`src/rtl/alu_seq.sv`:
```
// Sequential ALU with a valid/ready handshake on both sides. Single-cycle ops
// register their result directly; MUL runs a WIDTH-cycle shift-add loop.
module alu_seq #(
  parameter int WIDTH = 8
) (
  input  logic             clk,
  input  logic             rst,
  input  logic             in_valid,
  output logic             in_ready,
  input  logic [3:0]       op,
  input  logic             in_c,
  input  logic [WIDTH-1:0] in_x,
  input  logic [WIDTH-1:0] in_y,
  output logic             out_valid,
  input  logic             out_ready,
  output logic [WIDTH-1:0] out_s,
  output logic             out_c,
  output logic             zero,
  output logic             overflow
);

  localparam int CW = $clog2(WIDTH);
  localparam logic [WIDTH:0] WLIM = (WIDTH+1)'(WIDTH);
  localparam logic [3:0] OP_MUL = 4'd12;

  typedef enum logic [1:0] {IDLE, BUSY, HOLD} state_t;

  typedef struct packed {
    logic [WIDTH-1:0] s;
    logic             c;
    logic             ov;
  } res_t;

  state_t state, state_nx;
  res_t res;

  logic [2*WIDTH-1:0] acc, mcand, acc_sum;
  logic [WIDTH-1:0]   mplier;
  logic [CW-1:0]      cnt;
  logic               accept, last_step;

  assign in_ready  = (state == IDLE) | ((state == HOLD) & out_ready);
  assign out_valid = (state == HOLD);
  assign accept    = in_valid & in_ready;
  assign last_step = (state == BUSY) && (cnt == CW'(WIDTH-1));
  assign acc_sum   = acc + (mplier[0] ? mcand : '0);

  // Single-cycle datapath; MUL result comes from the accumulator instead.
  always_comb begin
    logic [WIDTH:0] sum;
    logic           shift_big;
    res       = '0;
    sum       = '0;
    shift_big = ({1'b0, in_y} >= WLIM);
    case (op)
      4'd0: begin
        sum    = {1'b0, in_x} + {1'b0, in_y} + {{WIDTH{1'b0}}, in_c};
        res.s  = sum[WIDTH-1:0];
        res.c  = sum[WIDTH];
        res.ov = (in_x[WIDTH-1] == in_y[WIDTH-1]) && (sum[WIDTH-1] != in_x[WIDTH-1]);
      end
      4'd1: begin
        sum    = {1'b0, in_x} + {1'b0, ~in_y} + (WIDTH+1)'(1);
        res.s  = sum[WIDTH-1:0];
        res.c  = sum[WIDTH];
        res.ov = (in_x[WIDTH-1] != in_y[WIDTH-1]) && (sum[WIDTH-1] != in_x[WIDTH-1]);
      end
      4'd2:  res.s = ~in_x;
      4'd3:  res.s = in_x & in_y;
      4'd4:  res.s = in_x | in_y;
      4'd5:  res.s = in_x ^ in_y;
      4'd6:  res.s = WIDTH'($signed(in_x) < $signed(in_y));
      4'd7:  res.s = WIDTH'(in_x == in_y);
      4'd8:  res.s = WIDTH'(in_x < in_y);
      4'd9:  res.s = shift_big ? '0 : (in_x << in_y);
      4'd10: res.s = shift_big ? '0 : (in_x >> in_y);
      4'd11: res.s = shift_big ? {WIDTH{in_x[WIDTH-1]}} : WIDTH'($signed(in_x) >>> in_y);
      default: res = '0;
    endcase
  end

  always_comb begin
    state_nx = state;
    case (state)
      IDLE, HOLD: begin
        if (accept)
          state_nx = (op == OP_MUL) ? BUSY : HOLD;
        else if ((state == HOLD) && out_ready)
          state_nx = IDLE;
      end
      BUSY:    if (last_step) state_nx = HOLD;
      default: state_nx = IDLE;
    endcase
  end

  always_ff @(posedge clk) begin
    if (rst) begin
      state    <= IDLE;
      out_s    <= '0;
      out_c    <= 1'b0;
      zero     <= 1'b0;
      overflow <= 1'b0;
      acc      <= '0;
      mcand    <= '0;
      mplier   <= '0;
      cnt      <= '0;
    end else begin
      state <= state_nx;
      if (accept) begin
        if (op == OP_MUL) begin
          acc    <= '0;
          mcand  <= {{WIDTH{1'b0}}, in_x};
          mplier <= in_y;
          cnt    <= '0;
        end else begin
          out_s    <= res.s;
          out_c    <= res.c;
          overflow <= res.ov;
          zero     <= (res.s == '0);
        end
      end else if (state == BUSY) begin
        // One multiplier bit per cycle; the final partial sum goes straight out.
        acc    <= acc_sum;
        mcand  <= mcand << 1;
        mplier <= mplier >> 1;
        cnt    <= cnt + CW'(1);
        if (last_step) begin
          out_s    <= acc_sum[WIDTH-1:0];
          out_c    <= |acc_sum[2*WIDTH-1:WIDTH];
          overflow <= 1'b0;
          zero     <= (acc_sum[WIDTH-1:0] == '0);
        end
      end
    end
  end

endmodule

```
`config.mk`:
```
export PLATFORM = sky130hd
export DESIGN_NAME = alu_seq
export DESIGN_NICKNAME = d
export VERILOG_FILES = /design/src/rtl/alu_seq.sv
export SDC_FILE = /design/constraint.sdc
export NUM_CORES = 1
export LEC_CHECK = 0
export ABC_AREA = 1
export BUFFER_PORTS_ARGS = -buffer_cell sky130_fd_sc_hd__buf_4
export CELL_PAD_IN_SITES_DETAIL_PLACEMENT = 1
export CELL_PAD_IN_SITES_GLOBAL_PLACEMENT = 1
export CORE_ASPECT_RATIO = 1.1
export CORE_MARGIN = 2
export CORE_UTILIZATION = 47
export DETAILED_ROUTE_END_ITERATION = 12
export PLACE_DENSITY_LB_ADDON = 0.1
export SETUP_SLACK_MARGIN = 0.2
export SLEW_MARGIN = 20
export SYNTH_ARGS = -nofsm -noshare
export SYNTH_HDL_FRONTEND = slang
export SYNTH_SLANG_ARGS = --single-unit
```
`constraint.sdc`:
```
create_clock -name clk -period 7.65 [get_ports clk]
set_clock_uncertainty 0.1 [all_clocks]
set_input_delay 0 -clock clk [delete_from_list [all_inputs] [get_ports clk]]
set_output_delay 0 -clock clk [all_outputs]
set_load 0.01 [all_outputs]
```
==> impl_metrics.py <==
metrics = {
    "min_path": {
        "hold_path_depth": 3,
        "hold_path.startpoint": "in_x[2]",
        "worstHoldEndpoint": "mcand[2]",
        "hold_path_class": "in -> reg",
    },
    "detailed_routing": {
        "viasPerCell": 5.66,
        "wl_um": 19700,
        "dr.first_iter.drc_count": 257,
        "detail_route.drc_violations": 0,
        "routedWlPerCell_um": 18.3,
        "routed-via-count": 6084,
        "postRouteAntennaNets": 0,
        "drt-pass1-iter-count": 4,
    },
    "critical_path": {
        "worst_path_max_delay_cell": "dfxtp_1",
        "worst-r2r-cell-count": 13,
        "timing.critical_path.cells": "nand2_1 > inv_1 > ha_1 > a21oi_1 > o21ai_0 > a21oi_1 > nand2_1 > xnor2_1 > nand2_1 > nor2_1 > nand3_1 > nand2_1 > a21oi_1",
        "critical_path.endpoint_type": "flip-flop",
        "worstReg2RegStart": "mplier[0]",
        "endpoint_of_the_most_critical_register_to_register_path": "out_c",
        "critPathKind": "reg -> reg",
        "start_kind": "flip-flop",
        "cp_max_fo": 17,
        "worstPathRequired_ns": 7.73,
        "worst_path_most_repeated_cell": "nand2_1",
        "cp_data_arrival_time_ns": 2.98,
        "reg2reg_setup_slack_ns": 4.75,
        "worst_path_largest_cell_delay_ns": 0.76,
    },
    "place": {
        "number_of_cells_in_the_design_after_placement": 1056,
        "gp_routability_congestion": 0.949,
        "detailed_placer_s_ending_hpwl_um": 15400,
        "buffers_on_ports": 37,
    },
    "synthesis": {
        "synthFlopType": "dfxtp_1",
        "synthesis.instances": 901,
        "syn_area_per_cell_um2": 6.07,
        "yosys_warnings": 0,
        "number_of_enable_flip_flop_cells_after_synthesis": 0,
        "mappedNetlistNets": 973,
        "ys_seq_area_share_pct": 20.5,
        "synth.cell_area_um2": 5470,
        "yosys_register_bits": 56,
        "async_flop_share_pct": 0,
        "synthDistinctLibCells": 47,
    },
    "floorplan": {
        "initial_core_util_pct": 48.0,
        "core_area_um2": 11400,
        "ios": 38,
        "dieHeight_um": 117,
        "fp.dieArea_um2": 12500,
        "fp.dieW_um": 107,
        "std_cell_rows": 41,
    },
    "pwr": {
        "worst_ir_drop_vdd_mv": 0.0726,
        "static-leakage-power_uw": 0.00296,
        "power.density_nw_per_um2": 124,
    },
    "timing": {
        "hold_violations": 0,
        "slew_headroom_pct": 46.4,
        "setup_viol": 0,
        "report.final.slew_viol_count": 0,
        "finalCritPeriodShare_pct": 37.9,
        "setup_tns_ns": 0,
        "fmaxAchievable_ghz": 0.345,
        "layout_min_cycle_time_ns": 2.90,
        "timing_worst_slew_pin_value_ns": 0.803,
        "setup_repair_after_global_routing_missed_its_margin": "no",
    },
    "clock_network": {
        "htree_num_levels": 2,
        "clock_insertion_delay_worst_skew_ns": 0.30,
        "cts_inserted_buffers": 5,
        "clock_sinks": 56,
        "root_buffer": "clkbuf_16",
        "cts_tree": "yes",
        "clkTransAtPathRegs_ns": 0.07,
        "clk_path_buf_depth": 2,
        "cts_setup_buffers": 0,
    },
    "final_layout": {
        "layout.nets": 997,
        "antenna_cells": 0,
        "drive_above_1_share_pct": 11.0,
        "fin_cells": 1075,
        "fillerInstances": 1637,
        "layout-area-overhead-vs-synth_pct": 10.6,
    },
    "global_route": {
        "grt_use_total_pct": 32.3,
        "grt_pass1_vias": 6239,
        "grt_start_max_net_pins": 35,
        "gr-total-overflow": 0,
        "grt_first_pass_wirelength_um": 31500,
        "initial_antenna_violation_count": 0,
    },
    "flow_run": {
        "timing.max_cap.violations": 0,
    },
    "outcome": {
        "result_of_the_run": "finished, final reports clean",
    },
}
-- registers in the layout, indices dropped and copies added, names as in the netlist --
register / flops
out_s: 8
acc: 16
out_c: 1
state: 2
mplier: 8
zero: 1
overflow: 1
mcand: 16
cnt: 3
-- layout by cell type, fill, tap and decap left out, types with 7 or more instances in the layout --
master | synthesis | layout
nand2_1 | 291 | 291
inv_1 | 85 | 85
nand3_1 | 78 | 78
nor2_1 | 69 | 68
a21oi_1 | 67 | 67
dfxtp_1 | 56 | 56
o21ai_0 | 46 | 46
ha_1 | 43 | 43
buf_4 | 3 | 38
a31oi_1 | 21 | 21
inv_2 | 16 | 16
dlygate4sd3_1 | 0 | 12
nand4_1 | 11 | 11
xor2_1 | 10 | 10
nor2_2 | 8 | 9
or2_2 | 7 | 7
-- cell families (layout without fill, tap and decap cells) --
kind of cell             count (synthesis)  after routing  synth area share [%]
flip-flops                              56             56                  20.5
AND/OR/NAND/NOR                        497            497                  40.5
buffers and inverters                  135            159                  10.1
XOR/XNOR                                14             14                  2.24
adder cells (fa/ha/maj)                 47             47                  11.3
AO/OA/AOI/OAI                          152            152                  15.3
-- per-stage QoR --
stage          total power, uW  hold slack (ns)  util [%]  area [um^2]  setup slack (ns)
2_1_floorplan              436           0.0472         -         5470              5.19
3_3_place_gp               498            0.217      50.7         5770              4.99
3_5_place_dp               504            0.227      50.7         5770              4.85
4_1_cts                    749        0.0000948      53.1         6040              4.77
5_1_grt                    784           0.0145      53.1         6040              4.38
6_report                   750          0.00244      53.1         6040              4.75
-- layer usage --
metal	wire [um]	GRT usage (%)	share of wire, %	vias to the layer above
met5	0	0	0	-
met3	502	2.27	2.6	55
met4	1120	18.8	5.7	0
li1	-	-	-	2968
met2	10200	62.4	52	123
met1	7900	34.6	40	2938
-- cell type report --
type	count	area, um^2	area share (%)
inverters	102	383	6.34
well taps	150	188	3.11
flip-flops and latches	56	1120	18.6
repair buffers	50	405	6.71
clock buffers	7	153	2.53
multi-input cells	710	3790	62.8
-- power breakdown --
group	switching (uW)	leakage (uW)	internal [uW]
Clock	107	0.0000760	138
Sequential	6.37	0.000454	299
Combinational	136	0.00243	63.2
-- repair_timing --
action,4_1_cts,5_1_grt
setup endpoints to repair,0,0
resized for setup,0,0
hold buffers,12,0
hold endpoints to repair,12,0
-- worst max-delay path: cells and delay by family (launching register included) --
kind | cells | cell delay [ns]
AO/OA/AOI/OAI | 4 | 0.72
XOR/XNOR | 1 | 0.20
adder cells (fa/ha/maj) | 1 | 0.29
buffers and inverters | 1 | 0.09
flip-flops | 1 | 0.76
AND/OR/NAND/NOR | 6 | 0.62
-- worst max-delay path by stage --
stage,end,startpoint
global route,out_c,mplier[0]
global placement,zero,mplier[0]
floorplan,out_c,mplier[0]
detailed placement,out_c,mplier[0]
CTS,out_c,mplier[0]
finish,out_c,mplier[0]
-- synth_stat cells (2+ instances only) --
cell	n	area share (%)
nand2_1	291	20
inv_1	85	5.8
nand3_1	78	7.1
nor2_1	69	4.7
a21oi_1	67	6.1
dfxtp_1	56	21
o21ai_0	46	4.2
ha_1	43	9.8
a31oi_1	21	2.4
inv_2	16	1.1
clkbuf_1	14	0.96
buf_2	13	1.2
nand4_1	11	1.3
xor2_1	10	1.6
nor2_2	8	0.92
or2_2	7	0.80
nor3_1	5	0.46
fa_1	4	1.5
nand2_2	4	0.46
nand4_2	4	0.92
nor2_4	4	0.82
o21ai_1	4	0.37
xnor2_1	4	0.64
a21oi_2	3	0.48
buf_4	3	0.41
nor3_2	3	0.55
nor4_1	3	0.34
a211oi_1	2	0.27
nand3b_1	2	0.27
nand4_4	2	0.78
o31ai_1	2	0.27
or2_0	2	0.23
No activity file was read; power rests on OpenSTA's default activity.
